File: src/rtl/mul_pkg.sv
// Shared op encodings, FSM states and signedness constants for the RV64M multiply issue control.
package mul_pkg;

    typedef enum logic [1:0] {
        MUL_OP_MUL    = 2'b00,
        MUL_OP_MULH   = 2'b01,
        MUL_OP_MULHSU = 2'b10,
        MUL_OP_MULHU  = 2'b11
    } mul_op_e;

    typedef enum logic [1:0] {
        IDLE = 2'b00,
        REQ  = 2'b01,
        WAIT = 2'b10,
        DONE = 2'b11
    } mul_state_e;

    // Bit 1 = multiplicand (rs1) signed, bit 0 = multiplier (rs2) signed.
    localparam logic [1:0] SGN_UU = 2'b00;
    localparam logic [1:0] SGN_US = 2'b01;
    localparam logic [1:0] SGN_SU = 2'b10;
    localparam logic [1:0] SGN_SS = 2'b11;

    // W-form only keeps the low 32 product bits, which do not depend on signedness.
    function automatic logic [1:0] op_signedness(input mul_op_e op, input logic w);
        logic [1:0] sgn;
        sgn = SGN_UU;
        if (!w) begin
            case (op)
                MUL_OP_MULH:   sgn = SGN_SS;
                MUL_OP_MULHSU: sgn = SGN_SU;
                default:       sgn = SGN_UU;
            endcase
        end
        return sgn;
    endfunction

endpackage

File: src/rtl/mul_issue_ctrl_if.sv
// Op-request, multiplier-core and writeback signals of mul_issue_ctrl; slave = the controller.
interface mul_issue_ctrl_if #(
    parameter int XLEN = 64
);
    logic            flush;
    logic            in_valid;
    logic            in_ready;
    logic [1:0]      in_op;
    logic            in_w;
    logic [XLEN-1:0] in_src1;
    logic [XLEN-1:0] in_src2;

    logic            mul_valid;
    logic            mul_ready;
    logic            mul_flush;
    logic            mulw;
    logic [1:0]      mul_signed;
    logic [XLEN-1:0] multiplicand;
    logic [XLEN-1:0] multiplier;
    logic            out_valid;
    logic [XLEN-1:0] result_hi;
    logic [XLEN-1:0] result_lo;

    logic            res_valid;
    logic            res_ready;
    logic [XLEN-1:0] res_data;

    modport master (
        output flush, in_valid, in_op, in_w, in_src1, in_src2,
        output mul_ready, out_valid, result_hi, result_lo, res_ready,
        input  in_ready, mul_valid, mul_flush, mulw, mul_signed,
        input  multiplicand, multiplier, res_valid, res_data
    );

    modport slave (
        input  flush, in_valid, in_op, in_w, in_src1, in_src2,
        input  mul_ready, out_valid, result_hi, result_lo, res_ready,
        output in_ready, mul_valid, mul_flush, mulw, mul_signed,
        output multiplicand, multiplier, res_valid, res_data
    );
endinterface

File: src/rtl/mul_result_fmt.sv
// Formats a 128-bit product into the 64-bit writeback value for MUL/MULH/MULHSU/MULHU/MULW.
module mul_result_fmt
    import mul_pkg::*;
#(
    parameter int XLEN = 64
) (
    input  mul_op_e         op,
    input  logic            w,
    input  logic [XLEN-1:0] result_hi,
    input  logic [XLEN-1:0] result_lo,
    output logic [XLEN-1:0] res_data
);

    always_comb begin
        if (w) begin
            res_data = {{(XLEN-32){result_lo[31]}}, result_lo[31:0]};
        end else if (op == MUL_OP_MUL) begin
            res_data = result_lo;
        end else begin
            res_data = result_hi;
        end
    end

endmodule

File: src/rtl/mul_issue_ctrl.sv
// Issue control between M-extension decode and the 64-bit multiplier core.
// Optional MUL_RESULT_REUSE_EN: answer a repeated op from the last captured product without a core request.
module mul_issue_ctrl
    import mul_pkg::*;
#(
    parameter int XLEN = 64
) (
    input logic             clk,
    input logic             rst,
    mul_issue_ctrl_if.slave bus
);

    mul_state_e      state_q, state_d;
    mul_op_e         op_q, op_d;
    logic            w_q, w_d;
    logic [XLEN-1:0] src1_q, src1_d;
    logic [XLEN-1:0] src2_q, src2_d;
    logic [XLEN-1:0] res_data_q, res_data_d;
    logic            mul_flush_q, mul_flush_d;

    mul_op_e         in_op_n;
    mul_op_e         fmt_op;
    logic            fmt_w;
    logic [XLEN-1:0] fmt_hi;
    logic [XLEN-1:0] fmt_lo;
    logic [XLEN-1:0] fmt_res;

    // An illegal W-form of a high-half op executes as MULW.
    assign in_op_n = bus.in_w ? MUL_OP_MUL : mul_op_e'(bus.in_op);

`ifdef MUL_RESULT_REUSE_EN
    logic [XLEN-1:0] prod_hi_q, prod_hi_d;
    logic [XLEN-1:0] prod_lo_q, prod_lo_d;
    logic [XLEN-1:0] tag_src1_q, tag_src1_d;
    logic [XLEN-1:0] tag_src2_q, tag_src2_d;
    logic [1:0]      tag_sgn_q, tag_sgn_d;
    logic            tag_w_q, tag_w_d;
    logic            tag_valid_q, tag_valid_d;
    logic [1:0]      in_sgn;
    logic            tag_hit;

    assign in_sgn = op_signedness(in_op_n, bus.in_w);
    // A plain MUL only needs the low 64 bits, which every non-W signedness produces identically.
    assign tag_hit = tag_valid_q
                     && (bus.in_src1 == tag_src1_q) && (bus.in_src2 == tag_src2_q)
                     && (bus.in_w == tag_w_q)
                     && ((in_sgn == tag_sgn_q) || (!bus.in_w && in_op_n == MUL_OP_MUL));

    // The formatter serves the stored product on accept and the live core product in WAIT.
    assign fmt_op = (state_q == IDLE) ? in_op_n    : op_q;
    assign fmt_w  = (state_q == IDLE) ? bus.in_w   : w_q;
    assign fmt_hi = (state_q == IDLE) ? prod_hi_q  : bus.result_hi;
    assign fmt_lo = (state_q == IDLE) ? prod_lo_q  : bus.result_lo;
`else
    assign fmt_op = op_q;
    assign fmt_w  = w_q;
    assign fmt_hi = bus.result_hi;
    assign fmt_lo = bus.result_lo;
`endif

    mul_result_fmt #(.XLEN(XLEN)) u_fmt (
        .op        (fmt_op),
        .w         (fmt_w),
        .result_hi (fmt_hi),
        .result_lo (fmt_lo),
        .res_data  (fmt_res)
    );

    always_comb begin
        // NOTE: every *_d gets its hold value first, so no path through the case infers a latch.
        state_d     = state_q;
        op_d        = op_q;
        w_d         = w_q;
        src1_d      = src1_q;
        src2_d      = src2_q;
        res_data_d  = res_data_q;
        mul_flush_d = 1'b0;
`ifdef MUL_RESULT_REUSE_EN
        prod_hi_d   = prod_hi_q;
        prod_lo_d   = prod_lo_q;
        tag_src1_d  = tag_src1_q;
        tag_src2_d  = tag_src2_q;
        tag_sgn_d   = tag_sgn_q;
        tag_w_d     = tag_w_q;
        tag_valid_d = tag_valid_q;
`endif

        case (state_q)
            IDLE: begin
                if (bus.in_valid && !bus.flush) begin
                    op_d    = in_op_n;
                    w_d     = bus.in_w;
                    src1_d  = bus.in_src1;
                    src2_d  = bus.in_src2;
                    state_d = REQ;
`ifdef MUL_RESULT_REUSE_EN
                    if (tag_hit) begin
                        res_data_d = fmt_res;
                        state_d    = DONE;
                    end
`endif
                end
            end
            REQ: begin
                if (bus.flush) begin
                    mul_flush_d = 1'b1;
                    state_d     = IDLE;
                end else if (bus.mul_ready) begin
                    state_d = WAIT;
                end
            end
            WAIT: begin
                if (bus.flush) begin
                    mul_flush_d = 1'b1;
                    state_d     = IDLE;
                end else if (bus.out_valid) begin
                    res_data_d = fmt_res;
                    state_d    = DONE;
`ifdef MUL_RESULT_REUSE_EN
                    prod_hi_d   = bus.result_hi;
                    prod_lo_d   = bus.result_lo;
                    tag_src1_d  = src1_q;
                    tag_src2_d  = src2_q;
                    tag_sgn_d   = op_signedness(op_q, w_q);
                    tag_w_d     = w_q;
                    tag_valid_d = 1'b1;
`endif
                end
            end
            DONE: begin
                if (bus.flush || bus.res_ready) begin
                    state_d = IDLE;
                end
            end
            default: state_d = IDLE;
        endcase
    end

    // NOTE: sequential state uses non-blocking assignments so every flop samples pre-edge values.
    always_ff @(posedge clk) begin
        if (rst) begin
            state_q     <= IDLE;
            op_q        <= MUL_OP_MUL;
            w_q         <= 1'b0;
            src1_q      <= '0;
            src2_q      <= '0;
            res_data_q  <= '0;
            mul_flush_q <= 1'b0;
        end else begin
            state_q     <= state_d;
            op_q        <= op_d;
            w_q         <= w_d;
            src1_q      <= src1_d;
            src2_q      <= src2_d;
            res_data_q  <= res_data_d;
            mul_flush_q <= mul_flush_d;
        end
    end

`ifdef MUL_RESULT_REUSE_EN
    always_ff @(posedge clk) begin
        if (rst) begin
            tag_valid_q <= 1'b0;
        end else begin
            tag_valid_q <= tag_valid_d;
        end
    end

    // NOTE: product/tag storage is not reset; it is never used while tag_valid_q is low.
    always_ff @(posedge clk) begin
        prod_hi_q  <= prod_hi_d;
        prod_lo_q  <= prod_lo_d;
        tag_src1_q <= tag_src1_d;
        tag_src2_q <= tag_src2_d;
        tag_sgn_q  <= tag_sgn_d;
        tag_w_q    <= tag_w_d;
    end
`endif

    assign bus.in_ready     = (state_q == IDLE);
    assign bus.mul_valid    = (state_q == REQ);
    assign bus.res_valid    = (state_q == DONE);
    assign bus.mul_flush    = mul_flush_q;
    assign bus.mulw         = w_q;
    assign bus.mul_signed   = op_signedness(op_q, w_q);
    assign bus.multiplicand = src1_q;
    assign bus.multiplier   = src2_q;
    assign bus.res_data     = res_data_q;

endmodule

File: src/flat_wrapper.sv
// flat-port wrapper written by rule: the top's interface ports become plain ports
module mul_issue_ctrl_flat import mul_pkg::*;
#(
    parameter int XLEN = 64
)
  (clk, rst, bus_flush, bus_in_valid, bus_in_op, bus_in_w, bus_in_src1, bus_in_src2, bus_mul_ready, bus_out_valid, bus_result_hi, bus_result_lo, bus_res_ready, bus_in_ready, bus_mul_valid, bus_mul_flush, bus_mulw, bus_mul_signed, bus_multiplicand, bus_multiplier, bus_res_valid, bus_res_data);
  mul_issue_ctrl_if #(.XLEN(XLEN)) bus_i ();
  input logic clk;
  input logic rst;
  input wire logic [$bits(bus_i.flush)-1:0] bus_flush;
  input wire logic [$bits(bus_i.in_valid)-1:0] bus_in_valid;
  input wire logic [$bits(bus_i.in_op)-1:0] bus_in_op;
  input wire logic [$bits(bus_i.in_w)-1:0] bus_in_w;
  input wire logic [$bits(bus_i.in_src1)-1:0] bus_in_src1;
  input wire logic [$bits(bus_i.in_src2)-1:0] bus_in_src2;
  input wire logic [$bits(bus_i.mul_ready)-1:0] bus_mul_ready;
  input wire logic [$bits(bus_i.out_valid)-1:0] bus_out_valid;
  input wire logic [$bits(bus_i.result_hi)-1:0] bus_result_hi;
  input wire logic [$bits(bus_i.result_lo)-1:0] bus_result_lo;
  input wire logic [$bits(bus_i.res_ready)-1:0] bus_res_ready;
  output wire logic [$bits(bus_i.in_ready)-1:0] bus_in_ready;
  output wire logic [$bits(bus_i.mul_valid)-1:0] bus_mul_valid;
  output wire logic [$bits(bus_i.mul_flush)-1:0] bus_mul_flush;
  output wire logic [$bits(bus_i.mulw)-1:0] bus_mulw;
  output wire logic [$bits(bus_i.mul_signed)-1:0] bus_mul_signed;
  output wire logic [$bits(bus_i.multiplicand)-1:0] bus_multiplicand;
  output wire logic [$bits(bus_i.multiplier)-1:0] bus_multiplier;
  output wire logic [$bits(bus_i.res_valid)-1:0] bus_res_valid;
  output wire logic [$bits(bus_i.res_data)-1:0] bus_res_data;
  assign bus_i.flush = bus_flush;
  assign bus_i.in_valid = bus_in_valid;
  assign bus_i.in_op = bus_in_op;
  assign bus_i.in_w = bus_in_w;
  assign bus_i.in_src1 = bus_in_src1;
  assign bus_i.in_src2 = bus_in_src2;
  assign bus_i.mul_ready = bus_mul_ready;
  assign bus_i.out_valid = bus_out_valid;
  assign bus_i.result_hi = bus_result_hi;
  assign bus_i.result_lo = bus_result_lo;
  assign bus_i.res_ready = bus_res_ready;
  assign bus_in_ready = bus_i.in_ready;
  assign bus_mul_valid = bus_i.mul_valid;
  assign bus_mul_flush = bus_i.mul_flush;
  assign bus_mulw = bus_i.mulw;
  assign bus_mul_signed = bus_i.mul_signed;
  assign bus_multiplicand = bus_i.multiplicand;
  assign bus_multiplier = bus_i.multiplier;
  assign bus_res_valid = bus_i.res_valid;
  assign bus_res_data = bus_i.res_data;
  mul_issue_ctrl #(.XLEN(XLEN)) u_core (.clk(clk), .rst(rst), .bus(bus_i));
endmodule
File: config.mk
export PLATFORM = sky130hd
export DESIGN_NAME = mul_issue_ctrl_flat
export DESIGN_NICKNAME = d
export VERILOG_FILES = /design/src/rtl/mul_pkg.sv /design/src/rtl/mul_issue_ctrl_if.sv /design/src/rtl/mul_result_fmt.sv /design/src/rtl/mul_issue_ctrl.sv /design/src/flat_wrapper.sv
export SDC_FILE = /design/constraint.sdc
export NUM_CORES = 1
export LEC_CHECK = 0
export ABC_AREA = 1
export CORE_AREA = 2 2 181 183
export DETAILED_ROUTE_END_ITERATION = 10
export DIE_AREA = 0 0 183 185
export PLACE_DENSITY = 0.6
export RECOVER_POWER = 50
export SYNTH_ARGS = -nofsm -noshare
export SYNTH_HDL_FRONTEND = slang
export SYNTH_HIERARCHICAL = 1
export SYNTH_SLANG_ARGS = --single-unit
File: constraint.sdc
create_clock -name clk -period 1.6 [get_ports clk]
set_input_delay 0.48 -clock clk [delete_from_list [all_inputs] [get_ports clk]]
set_output_delay 0.48 -clock clk [all_outputs]
set_load 0.01 [all_outputs]
==> results.toml <==
[place]
io_buffer_count = 464
dp.cells = 2050
place_congestion = 0.801
dp_hpwl_um = 22600
place_area_mm2 = 0.0136
dp_slack_ns = -0.346

[yosys]
netlist_instances = 1215
synth_adder_area_share_pct = 1.05
ys_seq_elements = 198
yosysSeqAreaShare_pct = 47.3
synth_area_per_cell_um2 = 6.89
ys.flop_type = "dfxtp_1"
synth_compound_area_share_pct = 11.8
syn_area_mm2 = 0.00838
synth.top_cell.area_share_pct = 47.3
yosysUniqueCellTypes = 18
async_flop_share_pct = 0
synthXorXnorAreaFrac_pct = 0
synth_top_family_by_area = "simple AND/OR/NAND/NOR gates"
yosys_warnings = 6
synth_edf_count = 0
synth_common_cells = "nand2_1, dfxtp_1, nor2_1"
synth_most_common_cell = "nand2_1"
synth_area_leaders = "dfxtp_1, nand2_1, a21oi_1"
synth_simple_gate_area_share_pct = 30.2
muxShareOfSynthArea_pct = 0
yosysTopAreaCell = "dfxtp_1"
syn_nets = 1488

[sta]
setup-violations-final = 105
finalHoldViolCount = 0
skew_ns = 0.0127
hold_ws_ns = 0.462
rsz0062_at_grt = "yes"
period_minus_slack_ns = 1.70
max_freq_ghz = 0.587
tightest_slew_ns = 0.611
setup_ws_ns = -0.103
slew_headroom_pct = 59.3
slew_violations = 0
totalNegativeSetupSlack_ns = -2.50
fin_crit_sh_pct = 106

[grt]
grt_max_degree = 83
gr-usage-met2_pct = 31.1
grt-busiest-layer = "met2"
grt_pass1_vias = 8886
met1_usage_pct = 19.9
grt_pass1_wl_um = 47400
grt_overflow = 0
antenna_found_initial = 0
track_usage_pct = 17.6
grtUsageMet3_pct = 6.27

[worst_setup_path]
slowest_delay_ns = 0.33
r2r-start = "u_core/state_q[0]"
crit_slowest_cell = "dfxtp_2"
ff2ff_path_depth = 8
worstPathCellList = "inv_2, ha_4, nor2_4, buf_6"
startpoint_type = "flop"
worst-path-max-fanout = 2
r2r_setup_slack_ns = 0.07
cp_data_required_time_ns = 1.12
critPathCaptureType = "output pin"
crit_arrival_ns = 1.22
path_class = "flop to output pin"
critPathBufInv = 2
reg2reg_to = "u_core/bus.multiplier[35]"
crit_family = "flip-flops"

[flow_run]
cap_violations = 0

[route]
vias_per_cell = 4.48
postRouteAntennaNets = 0
vias = 9433
wirelength_um = 34200
routedWlPerCell_um = 16.3
drc = 0
drt_first_pass_iters = 4
initialDrtViolationCount = 366

[layout]
regArea_mm2 = 0.00398
drive_above_1_share_pct = 8.43
multi_input_area_mm2 = 0.00375
fin_cells = 2104
fill_cells = 3268
fin_area_mm2 = 0.0146
nets = 1956
fin_util_pct = 45.6
antennaDiodeCount = 0
areaGrowthSynthToFinish_pct = 74.5

[worst_hold_path]
min_to = "u_core/bus.multiplicand[63]"
hold_class = "flop to flop"
holdPathStages = 2
worstHoldStart = "u_core/bus.multiplicand[63]"

[power_and_ir_drop]
power.density_mw_per_mm2 = 1070
total_power_mw = 15.7
power.leakage_nw = 6.67
vdd_drop_max_mv = 0.627

[cts]
cts_tree = "built"
clockRootBuffer = "clkbuf_16"
clockBufferDepth = 2
htreeDepth = 4
cts_buffers = 17
cts.reportedPaths.clkPinSlew_ns = 0.08
cts.sinks = 198
clock_latency_ns = 0.44

[die]
io_pins = 465
num_rows = 66
dieArea_mm2 = 0.0339
core-area_mm2 = 0.0320
chipWidth_um = 183
die_h_um = 185
start_util_pct = 26.1

[status]
outcome = "finished, violations left"
violations = "negative setup slack"
[registers in the layout (all words and copies together) (netlist names)]
signal	cells
u_core/bus.mul_flush	1
u_core/bus.mulw	1
u_core/state_q	2
u_core/bus.multiplier	64
u_core/bus.multiplicand	64
u_core/fmt_op	2
u_core/bus.res_data	64
[routing by layer]
layer,part of all wire (%),vias to the layer above
met5,0,-
met4,1.7,0
met3,8.7,33
met2,50,359
met1,39,4315
li1,-,4726
[layout by cell type, fill, tap and decap left out, types with 2 or more instances in the layout]
master and instances:
nand2_1 435, clkdlybuf4s50_1 264, dfxtp_1 193, dlygate4sd2_1 144, nor2_1 137, a21oi_1 126, inv_1 71, nand3_1 68
clkdlybuf4s15_1 41, o21ai_0 40, clkbuf_16 30, buf_4 27, o21ai_1 24, buf_12 17, buf_6 12, inv_6 9
clkbuf_1 6, ha_4 5, inv_2 4, a21oi_2 4, nand3_4 3, dfxtp_4 3, clkinvlp_4 2, clkbuf_8 2
clkinv_8 2, clkbuf_2 2, clkdlybuf4s15_2 2, nor2_4 2, nand2_2 2, inv_4 2, nor2_2 2, ha_1 2
dfxtp_2 2, buf_8 2, buf_16 2
[power by group]
part           switching, mW  internal (mW)  leakage [nW]
logic                   2.70           2.68          4.78
registers              0.328           5.52          1.61
clock network           2.15           2.29         0.284
[area by class of cell]
| class | instances | area share (%) |
|---|---|---|
| multi-input combinational | 853 | 25.6 |
| timing repair buffer | 532 | 37.3 |
| timing repair inverter | 2 | 0.120 |
| clock buffer | 20 | 3.12 |
| tap | 408 | 3.49 |
| inverter | 79 | 2.18 |
| clock inverter | 12 | 0.890 |
| sequential | 198 | 27.2 |
[timing repair]
| item | CTS | global route |
|---|---|---|
| pin swaps | 3 | 3 |
| gates cloned | 0 | 16 |
| hold buffers | 0 | 0 |
| gates resized for setup | 260 | 101 |
| setup endpoints to repair | 236 | 148 |
| buffers inserted | 0 | 6 |
[worst max path at each step]
stage	from	endpoint	slack [ns]	cells past startpoint
after floorplan	u_core/state_q[0]	u_core/bus.multiplicand[32]	0.21	7
after global placement	bus_flush	u_core/bus.multiplicand[22]	-0.31	7
after detailed placement	bus_flush	u_core/bus.multiplicand[29]	-0.35	7
after CTS	u_core/fmt_op[1]	bus_mul_signed[1]	-0.14	4
after global routing	u_core/fmt_op[1]	bus_mul_signed[1]	-0.16	4
final	u_core/fmt_op[1]	bus_mul_signed[1]	-0.10	4
[cells by family after synthesis]
| group | count (synthesis) |
|---|---|
| AND/OR/NAND/NOR | 649 |
| AO/OA/AOI/OAI | 196 |
| buffers and inverters | 165 |
| flip-flops | 198 |
| adder cells (fa/ha/maj) | 7 |
[worst min-delay path: cells and delay by family (launching register included)]
family           cells  cell delay, ns
flip-flops           1            0.31
AO/OA/AOI/OAI        1            0.05
AND/OR/NAND/NOR      1            0.06
No activity file was read; power rests on OpenSTA's default activity.
